$ cat src/rtl/screen_sequencer_if.sv
// Screen sequencer signal bundle.
// Groups the video timing, game-control and colour inputs together with the sequencer outputs.
//   master : drives video_on, pixel_y, start_sw, game_over and the three colour sources;
//            observes frame_tick, game_reset, game_active, state_dbg and vga_rgb.
//   slave  : the sequencer side (the reverse directions).
interface screen_sequencer_if;
  logic        video_on;
  logic [10:0] pixel_y;
  logic        start_sw;
  logic        game_over;
  logic [4:0]  title_rgb;
  logic [4:0]  game_rgb;
  logic [4:0]  over_rgb;
  logic [1:0]  frame_tick;
  logic        game_reset;
  logic        game_active;
  logic [1:0]  state_dbg;
  logic [4:0]  vga_rgb;

  modport master (
    output video_on, pixel_y, start_sw, game_over, title_rgb, game_rgb, over_rgb,
    input  frame_tick, game_reset, game_active, state_dbg, vga_rgb
  );

  modport slave (
    input  video_on, pixel_y, start_sw, game_over, title_rgb, game_rgb, over_rgb,
    output frame_tick, game_reset, game_active, state_dbg, vga_rgb
  );
endinterface

$ cat src/rtl/screen_sequencer.sv
// Top-level screen state machine for the display path: TITLE -> START_WAIT -> PLAYING ->
// GAME_OVER -> TITLE. Produces the title flicker phase, debounces the start switch on frame
// boundaries and registers the selected colour source onto vga_rgb.
// Ports:
//   clk      system clock
//   reset_n  synchronous active-low reset
//   bus      screen_sequencer_if.slave: video_on, pixel_y, start_sw, game_over, title_rgb,
//            game_rgb, over_rgb in; frame_tick, game_reset, game_active, state_dbg, vga_rgb out
module screen_sequencer #(
  parameter int unsigned SCREEN_H        = 480,
  parameter int unsigned FLICK_FRAMES    = 15,
  parameter int unsigned DEBOUNCE_FRAMES = 4,
  parameter int unsigned GAMEOVER_FRAMES = 180
) (
  input  logic                clk,
  input  logic                reset_n,
  screen_sequencer_if.slave   bus
);

  localparam logic [1:0] StTitle     = 2'd0;
  localparam logic [1:0] StStartWait = 2'd1;
  localparam logic [1:0] StPlaying   = 2'd2;
  localparam logic [1:0] StGameOver  = 2'd3;

  localparam logic [10:0] LineEnd   = 11'(SCREEN_H);
  localparam logic [7:0]  FlickLast = 8'(FLICK_FRAMES - 1);
  localparam logic [3:0]  DebLast   = 4'(DEBOUNCE_FRAMES - 1);
  localparam logic [7:0]  OverLast  = 8'(GAMEOVER_FRAMES - 1);

  logic [1:0]  state_q, state_d;
  logic [10:0] pixel_y_q;
  logic [7:0]  flick_q, flick_d;
  logic [1:0]  tick_q, tick_d;
  logic [3:0]  deb_q, deb_d;
  logic [7:0]  over_q, over_d;
  logic        armed_q, armed_d;
  logic        game_reset_q, game_active_q;
  logic [4:0]  rgb_q, rgb_d;
  logic        frame_pulse;

  // Rising edge of "line == SCREEN_H": one pulse per frame however long the line lasts.
  assign frame_pulse = (bus.pixel_y == LineEnd) && (pixel_y_q != LineEnd);

  always_comb begin
    state_d = state_q;
    flick_d = flick_q;
    tick_d  = tick_q;
    deb_d   = deb_q;
    over_d  = over_q;
    armed_d = armed_q;

    // Flicker runs only on the title screens and is frozen during play.
    if ((state_q == StTitle || state_q == StStartWait) && frame_pulse) begin
      if (flick_q == FlickLast) begin
        flick_d = '0;
        tick_d  = tick_q + 2'd1;
      end else begin
        flick_d = flick_q + 8'd1;
      end
    end

    case (state_q)
      StTitle: begin
        // A switch left high must be seen low on a frame boundary before it can start a game.
        if (frame_pulse && !bus.start_sw) armed_d = 1'b1;
        if (armed_q && bus.start_sw) begin
          state_d = StStartWait;
          deb_d   = '0;
        end
      end
      StStartWait: begin
        if (!bus.start_sw) begin
          state_d = StTitle;
          deb_d   = '0;
          armed_d = 1'b1;
        end else if (frame_pulse) begin
          if (deb_q == DebLast) begin
            state_d = StPlaying;
            deb_d   = '0;
          end else begin
            deb_d = deb_q + 4'd1;
          end
        end
      end
      StPlaying: begin
        if (bus.game_over) begin
          state_d = StGameOver;
          over_d  = '0;
        end
      end
      StGameOver: begin
        if (frame_pulse) begin
          if (over_q == OverLast) begin
            state_d = StTitle;
            over_d  = '0;
            armed_d = 1'b0;
          end else begin
            over_d = over_q + 8'd1;
          end
        end
      end
      default: ;
    endcase

    if (state_d == StTitle && state_q != StTitle) flick_d = '0;
  end

  always_comb begin
    rgb_d = '0;
    if (bus.video_on) begin
      case (state_q)
        StTitle, StStartWait: rgb_d = bus.title_rgb;
        StPlaying:            rgb_d = bus.game_rgb;
        default:              rgb_d = bus.over_rgb;
      endcase
    end
  end

  // Previous line is tracked through reset so a held SCREEN_H line never fakes a boundary.
  always_ff @(posedge clk) begin
    pixel_y_q <= bus.pixel_y;
  end

  always_ff @(posedge clk) begin
    if (!reset_n) begin
      state_q       <= StTitle;
      flick_q       <= '0;
      tick_q        <= '0;
      deb_q         <= '0;
      over_q        <= '0;
      armed_q       <= 1'b0;
      game_reset_q  <= 1'b0;
      game_active_q <= 1'b0;
      rgb_q         <= '0;
    end else begin
      state_q       <= state_d;
      flick_q       <= flick_d;
      tick_q        <= tick_d;
      deb_q         <= deb_d;
      over_q        <= over_d;
      armed_q       <= armed_d;
      game_reset_q  <= (state_d == StPlaying) && (state_q != StPlaying);
      game_active_q <= (state_d == StPlaying);
      rgb_q         <= rgb_d;
    end
  end

  assign bus.frame_tick  = tick_q;
  assign bus.game_reset  = game_reset_q;
  assign bus.game_active = game_active_q;
  assign bus.state_dbg   = state_q;
  assign bus.vga_rgb     = rgb_q;

endmodule

$ cat src/flat_wrapper.sv
// flat-port wrapper written by rule: the top's interface ports become plain ports
module screen_sequencer_flat 
#(
  parameter int unsigned SCREEN_H        = 480,
  parameter int unsigned FLICK_FRAMES    = 15,
  parameter int unsigned DEBOUNCE_FRAMES = 4,
  parameter int unsigned GAMEOVER_FRAMES = 180
)
  (clk, reset_n, bus_video_on, bus_pixel_y, bus_start_sw, bus_game_over, bus_title_rgb, bus_game_rgb, bus_over_rgb, bus_frame_tick, bus_game_reset, bus_game_active, bus_state_dbg, bus_vga_rgb);
  screen_sequencer_if bus_i ();
  input  logic clk;
  input  logic reset_n;
  input wire logic [$bits(bus_i.video_on)-1:0] bus_video_on;
  input wire logic [$bits(bus_i.pixel_y)-1:0] bus_pixel_y;
  input wire logic [$bits(bus_i.start_sw)-1:0] bus_start_sw;
  input wire logic [$bits(bus_i.game_over)-1:0] bus_game_over;
  input wire logic [$bits(bus_i.title_rgb)-1:0] bus_title_rgb;
  input wire logic [$bits(bus_i.game_rgb)-1:0] bus_game_rgb;
  input wire logic [$bits(bus_i.over_rgb)-1:0] bus_over_rgb;
  output wire logic [$bits(bus_i.frame_tick)-1:0] bus_frame_tick;
  output wire logic [$bits(bus_i.game_reset)-1:0] bus_game_reset;
  output wire logic [$bits(bus_i.game_active)-1:0] bus_game_active;
  output wire logic [$bits(bus_i.state_dbg)-1:0] bus_state_dbg;
  output wire logic [$bits(bus_i.vga_rgb)-1:0] bus_vga_rgb;
  assign bus_i.video_on = bus_video_on;
  assign bus_i.pixel_y = bus_pixel_y;
  assign bus_i.start_sw = bus_start_sw;
  assign bus_i.game_over = bus_game_over;
  assign bus_i.title_rgb = bus_title_rgb;
  assign bus_i.game_rgb = bus_game_rgb;
  assign bus_i.over_rgb = bus_over_rgb;
  assign bus_frame_tick = bus_i.frame_tick;
  assign bus_game_reset = bus_i.game_reset;
  assign bus_game_active = bus_i.game_active;
  assign bus_state_dbg = bus_i.state_dbg;
  assign bus_vga_rgb = bus_i.vga_rgb;
  screen_sequencer #(.SCREEN_H(SCREEN_H), .FLICK_FRAMES(FLICK_FRAMES), .DEBOUNCE_FRAMES(DEBOUNCE_FRAMES), .GAMEOVER_FRAMES(GAMEOVER_FRAMES)) u_core (.clk(clk), .reset_n(reset_n), .bus(bus_i));
endmodule
$ cat config.mk
export PLATFORM = sky130hd
export DESIGN_NAME = screen_sequencer_flat
export DESIGN_NICKNAME = d
export VERILOG_FILES = /design/src/rtl/screen_sequencer_if.sv /design/src/rtl/screen_sequencer.sv /design/src/flat_wrapper.sv
export SDC_FILE = /design/constraint.sdc
export NUM_CORES = 1
export LEC_CHECK = 0
export ABC_AREA = 1
export CORE_MARGIN = 1.5
export CORE_UTILIZATION = 40
export DETAILED_ROUTE_END_ITERATION = 16
export PLACE_DENSITY_LB_ADDON = 0.08
export SYNTH_ARGS = -nofsm -noshare
export SYNTH_HDL_FRONTEND = slang
export SYNTH_SLANG_ARGS = --single-unit
$ cat constraint.sdc
create_clock -name clk -period 1.4 [get_ports clk]
set_input_delay 0.21 -clock clk [delete_from_list [all_inputs] [get_ports clk]]
set_output_delay 0.21 -clock clk [all_outputs]
set_load 0.1 [all_outputs]
Word level (Yosys, flattened, before mapping). Cells that the tools add are included.

$add $sub $neg: 4. Equality and inequality tests: 17. Muxes and demuxes: 24. Bitwise operators: 1. Reductions and logical operators: 21.

Operator list (number): 2-to-1 mux 8 bit (4); adder 8 x 1 -> 8 bit (second input constant) (2); 2-to-1 mux 4 bit (4); one-hot mux 8 bit (2 select lines) (1); 2-to-1 mux 2 bit (7); == test 11 x 9 -> 1 bit (second input constant) (1); inequality test 11 x 9 -> 1 bit (second input constant) (1); inequality test 2 bit (second input constant) (5); one-hot mux 5 bit (2 select lines) (1); == test 8 x 4 -> 1 bit (second input constant) (1); == test 8 bit (second input constant) (1); one-hot mux 2 bit (4 select lines) (1); one-hot mux 4 bit (2 select lines) (1); == test 2 bit (second input constant) (3); logical AND 1 bit (6); AND reduction 3 bit (2); nonzero test 2 bit (3); AND reduction 5 bit (1); adder 4 x 1 -> 4 bit (second input constant) (1); == test 4 x 2 -> 1 bit (second input constant) (1); zero test 2 bit (2); 2-to-1 mux 1 bit (4); inequality test 2 x 1 -> 1 bit (second input constant) (2); AND reduction 2 bit (2); 9 further kinds (10).

Register bits: 43. Logic and storage cells: 77.

Logic depth before layout (Yosys ltp).
Word-level depth: 8. Gate-level depth with buffers: 12. Depth with buffers taken out: 12.

Least setup slack after synthesis. Ideal clock, no wire load.

Path type: reg-to-reg. From: register u_core.state_q[0] (netlist: u_core.bus.state_dbg[0]). To: register u_core.flick_q[0]. Data arrival time: 2.028 ns. Data required time: 1.330 ns. Path slack: -0.697 ns. Cell stages (with the launch flop): 9. Buffers on the path: 0. Period minus slack after synthesis: 2.097 ns. Cells stage by stage: dfxtp_1 > nand2_1 > clkinv_4 > nand2_4 > inv_2 > nor2_1 > nand3_2 > nand3_2 > a21oi_1.

Longest elaborated chain between the ends: 7.

Ends and longest elaborated chain: from (decl) (RTL line screen_sequencer.sv:30) `logic [1:0] state_q, state_d;`; from (signal assigned) (RTL line screen_sequencer.sv:126) `state_q <= StTitle;`; from (signal assigned) (RTL line screen_sequencer.sv:136) `state_q <= state_d;`; 2-to-1 mux 2 bit (RTL line screen_sequencer.sv:77) `if (deb_q == DebLast) begin`; 2-to-1 mux 2 bit (RTL line screen_sequencer.sv:76) `end else if (frame_pulse) begin`; 2-to-1 mux 2 bit (RTL line screen_sequencer.sv:72) `if (!bus.start_sw) begin`; one-hot mux 2 bit (4 select lines) (RTL line screen_sequencer.sv:62) `case (state_q)`; zero test 2 bit (RTL line screen_sequencer.sv:105) `if (state_d == StTitle && state_q != StTitle) flick_d = '0;`; logical AND 1 bit (RTL line screen_sequencer.sv:105); OR reduction 2 bit (no line); to (signal assigned) (RTL line screen_sequencer.sv:137) `flick_q <= flick_d;`; to (decl) (RTL line screen_sequencer.sv:32) `logic [7:0] flick_q, flick_d;`.

Several ways; a longest one is shown, not always the timed one. A chain may end at the register's enable or synchronous reset.

Worst setup path in the final report.
From: register u_core.over_q[0]. To: register u_core.flick_q[5].

Longest elaborated chain between the ends: 7.

Ends and longest elaborated chain: from (decl) (RTL line screen_sequencer.sv:35) `logic [7:0] over_q, over_d;`; from (signal assigned) (RTL line screen_sequencer.sv:140) `over_q <= over_d;`; == test 8 bit (RTL line screen_sequencer.sv:93) `if (over_q == OverLast) begin`; 2-to-1 mux 2 bit (RTL line screen_sequencer.sv:93); 2-to-1 mux 2 bit (RTL line screen_sequencer.sv:92) `if (frame_pulse) begin`; one-hot mux 2 bit (4 select lines) (RTL line screen_sequencer.sv:62); zero test 2 bit (RTL line screen_sequencer.sv:105); logical AND 1 bit (RTL line screen_sequencer.sv:105); OR reduction 2 bit (no line).

No other way between the ends.

==> metrics <==
Least-Margin Pin Slew=239 ps; hold path startpoint=bus_pixel_y[9]; Hold Buf Count CTS=0; GRT Total Usage=0.202; DIE HEIGHT=75.9 um; grt total ovfl=0; drt first-iter violations=65; Layout area overhead=73.2%; register-to-register setup slack=-140 ps; clock buffer count from CTS=5; full die area=5750 sq um; Crit path top cell by count=nand2_4; IO buf count=41; # fillers=425; routability cong.=0.882; Leak Pwr=1.61 nW; antenna violations before repair=0; Fin. Hold Viols=0; most frequent cell after synthesis=nand2_1; Clock Pin Slew Worst Setup and Hold Paths=around 90 ps; Worst-Skew Late Latency=290 ps; RR Endpoint=u_core.flick_q[5]; Clock Path Buffers=2; Netlist cell types=32; final core utilization=0.720; Commonest cells post-synth=nand2_1 (79), dfxtp_1 (43), inv_1 (43), nor2_1 (38), a21oi_1 (18); Seq pwr share=0.514; GRT busiest layer=met2; min-delay worst type=in2reg; Ys Warns=0; vias in the first global route=2053; RSZ-0062 raised after global routing=true; Worst EP required=1580 ps; layout cells sized above 1=0.428; Initial Util=0.416; first-pass GRT wire length=~8.9 mm; asr flop ratio synth=0; WL/cell=12.4 um; Startpoint Class=register; ys flop type=dfxtp_1; Mean Syn Cell Area=7.03 sq um; final setup skew=6.68 ps; clk root buf=clkbuf_8; M2 GR Usage=0.358; total power=2.44 mW; crit path time final=1540 ps; Worst IR Drop VDD=slightly below 0.0006 V; met1 Use GR=0.239; crit-path max FO=8; syn nets=337; Max Clk Rate=649 MHz; first-pass detailed-route iteration total=4; antenna-violating nets left=0; CTS tree=done; final setup fails=18; switching fraction of total power=0.234; clock share of power=0.389; Rows=26; status=finished with violations; Slew Limit Fails=0; number of synthesized flops with an enable pin=0; Worst Slack Setup Final=-141 ps; Worst path max stage delay=370 ps; post-DP HPWL=just under 4 mm; largest net degree at the start of global routing=14; Die W=75.9 um; nets@finish=450; wirelength, routed=6.01 mm; residual DRC count=0; Synth Cell Area=2120 sq um; met3 usage=0.0556; reg2reg path depth=10; Worst Hold Depth=1; Combinational Power Share=0.097; worst hold endpoint=u_core.pixel_y_q[9]; element type at the critical path end=register; share of the synthesized area in the top cell type=0.405; core area=5110 sq um; Worst Path Arrival=~1700 ps; CTS Sinks=43; Pint=1.87 mW; synthesized instance count=~300; RR Startpoint=u_core.over_q[0]; Ports=42; htree depth=2; Seq/Total Area, Yosys=0.405; CP cell instances=ha_4, inv_2, nor2_1, nand2_2, nand2_4, inv_4, nor2_4, nand4_1, nand2_4, a21oi_2; highest-delay cell along the critical path=dfxtp_2; n_diodes=0; Yosys reg bits=43; Psw=roughly 0.57 mW; PwrDens=662 nW/um^2; max-cap violations=0; Vias per Instance=4.63; Tcrit/Tclk final=1.10; ranking of synthesized cells by area=dfxtp_1 (41%), nand2_1 (14%), inv_1 (7.6%); Crit Path Category=reg2reg; total number of vias=between 2000 and 2500; failing checks=setup timing; area leader, netlist=dfxtp_1; Worst slew margin=0.839
worst max-delay path, delay by kind of cell, from the launching register on:
family | cells | cell delay [ps]
AO/OA/AOI/OAI | 1 | 70
adder cells (fa/ha/maj) | 1 | 140
buffers and inverters | 2 | 70
flip-flops | 1 | 370
AND/OR/NAND/NOR | 6 | 780
sequential cells by signal, summed over array words and instances (netlist names):
signal / count
u_core.armed_q: 1
u_core.bus.frame_tick: 2
u_core.bus.game_active: 1
u_core.bus.game_reset: 1
u_core.bus.state_dbg: 2
u_core.bus.vga_rgb: 5
u_core.deb_q: 4
u_core.flick_q: 8
u_core.over_q: 8
u_core.pixel_y_q: 11
worst max path at each step:
stage	from	cells after the start	endpoint
6_report	u_core.over_q[0]	10	u_core.flick_q[5]
5_1_grt	u_core.over_q[0]	10	u_core.flick_q[2]
4_1_cts	u_core.pixel_y_q[9]	11	u_core.bus.game_reset
3_5_place_dp	bus_pixel_y[6]	11	u_core.over_q[3]
3_3_place_gp	bus_pixel_y[6]	11	u_core.over_q[3]
2_1_floorplan	u_core.bus.state_dbg[1]	9	u_core.over_q[2]
cells in the final DEF (no fill, tap or decap), types with 3 or more instances in the layout:
cell and n:
a21oi_1 7, a21oi_2 12, buf_12 13, buf_4 55, buf_6 9, clkbuf_2 3
clkbuf_8 6, clkdlybuf4s15_1 3, clkdlybuf4s50_1 19, dfxtp_1 32, dfxtp_2 9, dlygate4sd2_1 5
inv_1 35, inv_2 8, nand2_1 67, nand2_2 11, nand2_4 6, nand3_1 12
nand3_2 4, nand3_4 5, nand4_1 7, nor2_1 24, nor2_2 11, nor2_4 8
o21ai_0 5, o21ai_1 7, xnor2_1 3, xor2_1 5
what timing repair did:
| action | 4_1_cts | 5_1_grt |
|---|---|---|
| buffers inserted | 6 | 5 |
| endpoints found under the setup margin | 26 | 27 |
| endpoints found under the hold margin | 0 | 0 |
| gates cloned | 3 | 0 |
| resized for setup | 50 | 64 |
| pin swaps | 32 | 31 |
power groups by stage:
stage | registers, mW | clock network [mW] | logic (mW)
after floorplan | 1.32 | 0 | 0.0447
after global placement | 1.28 | 0 | 0.229
after detailed placement | 1.28 | 0 | 0.230
after CTS | 1.25 | 0.983 | 0.226
after global routing | 1.25 | 1.03 | 0.253
final | 1.25 | 0.946 | 0.237
area by class of cell:
class,instances,area [sq um],area share
multi-input combinational,211,1350,0.368
timing repair buffer,107,1050,0.286
sequential,43,880,0.239
inverter,47,191,0.0521
clock buffer,7,108,0.0293
tap,70,87.6,0.0238
clock inverter,1,5.00,0.00136
routing by layer:
metal,vias to the layer above,wire length [um]
met5,-,0
met3,6,367
li1,1177,-
met1,1016,2490
met2,52,3080
met4,0,71
metrics by stage:
step | setup WS (ps) | hold WS (ps) | std cells | instance area [sq um] | TNS, ps
after CTS | -52.6 | 141 | 481 | 3470 | -255
after global placement | -458 | 438 | 464 | 3150 | -10210
after global routing | -214 | 20.6 | 486 | 3680 | -3290
final | -141 | 30.4 | 486 | 3680 | -1570
after floorplan | -101 | 238 | 302 | 2160 | -848
after detailed placement | -504 | 443 | 464 | 3150 | -10900
cells by family (layout without fill, tap and decap cells):
kind of cell / after synthesis / count (layout) / synth area share
adder cells (fa/ha/maj): 4 / 4 / 0.0236
buffers and inverters: 50 / 162 / 0.0949
flip-flops: 43 / 43 / 0.405
AND/OR/NAND/NOR: 159 / 161 / 0.338
AO/OA/AOI/OAI: 38 / 38 / 0.105
XOR/XNOR: 8 / 8 / 0.0330
Note: power is estimated with default switching activity, not from simulation.
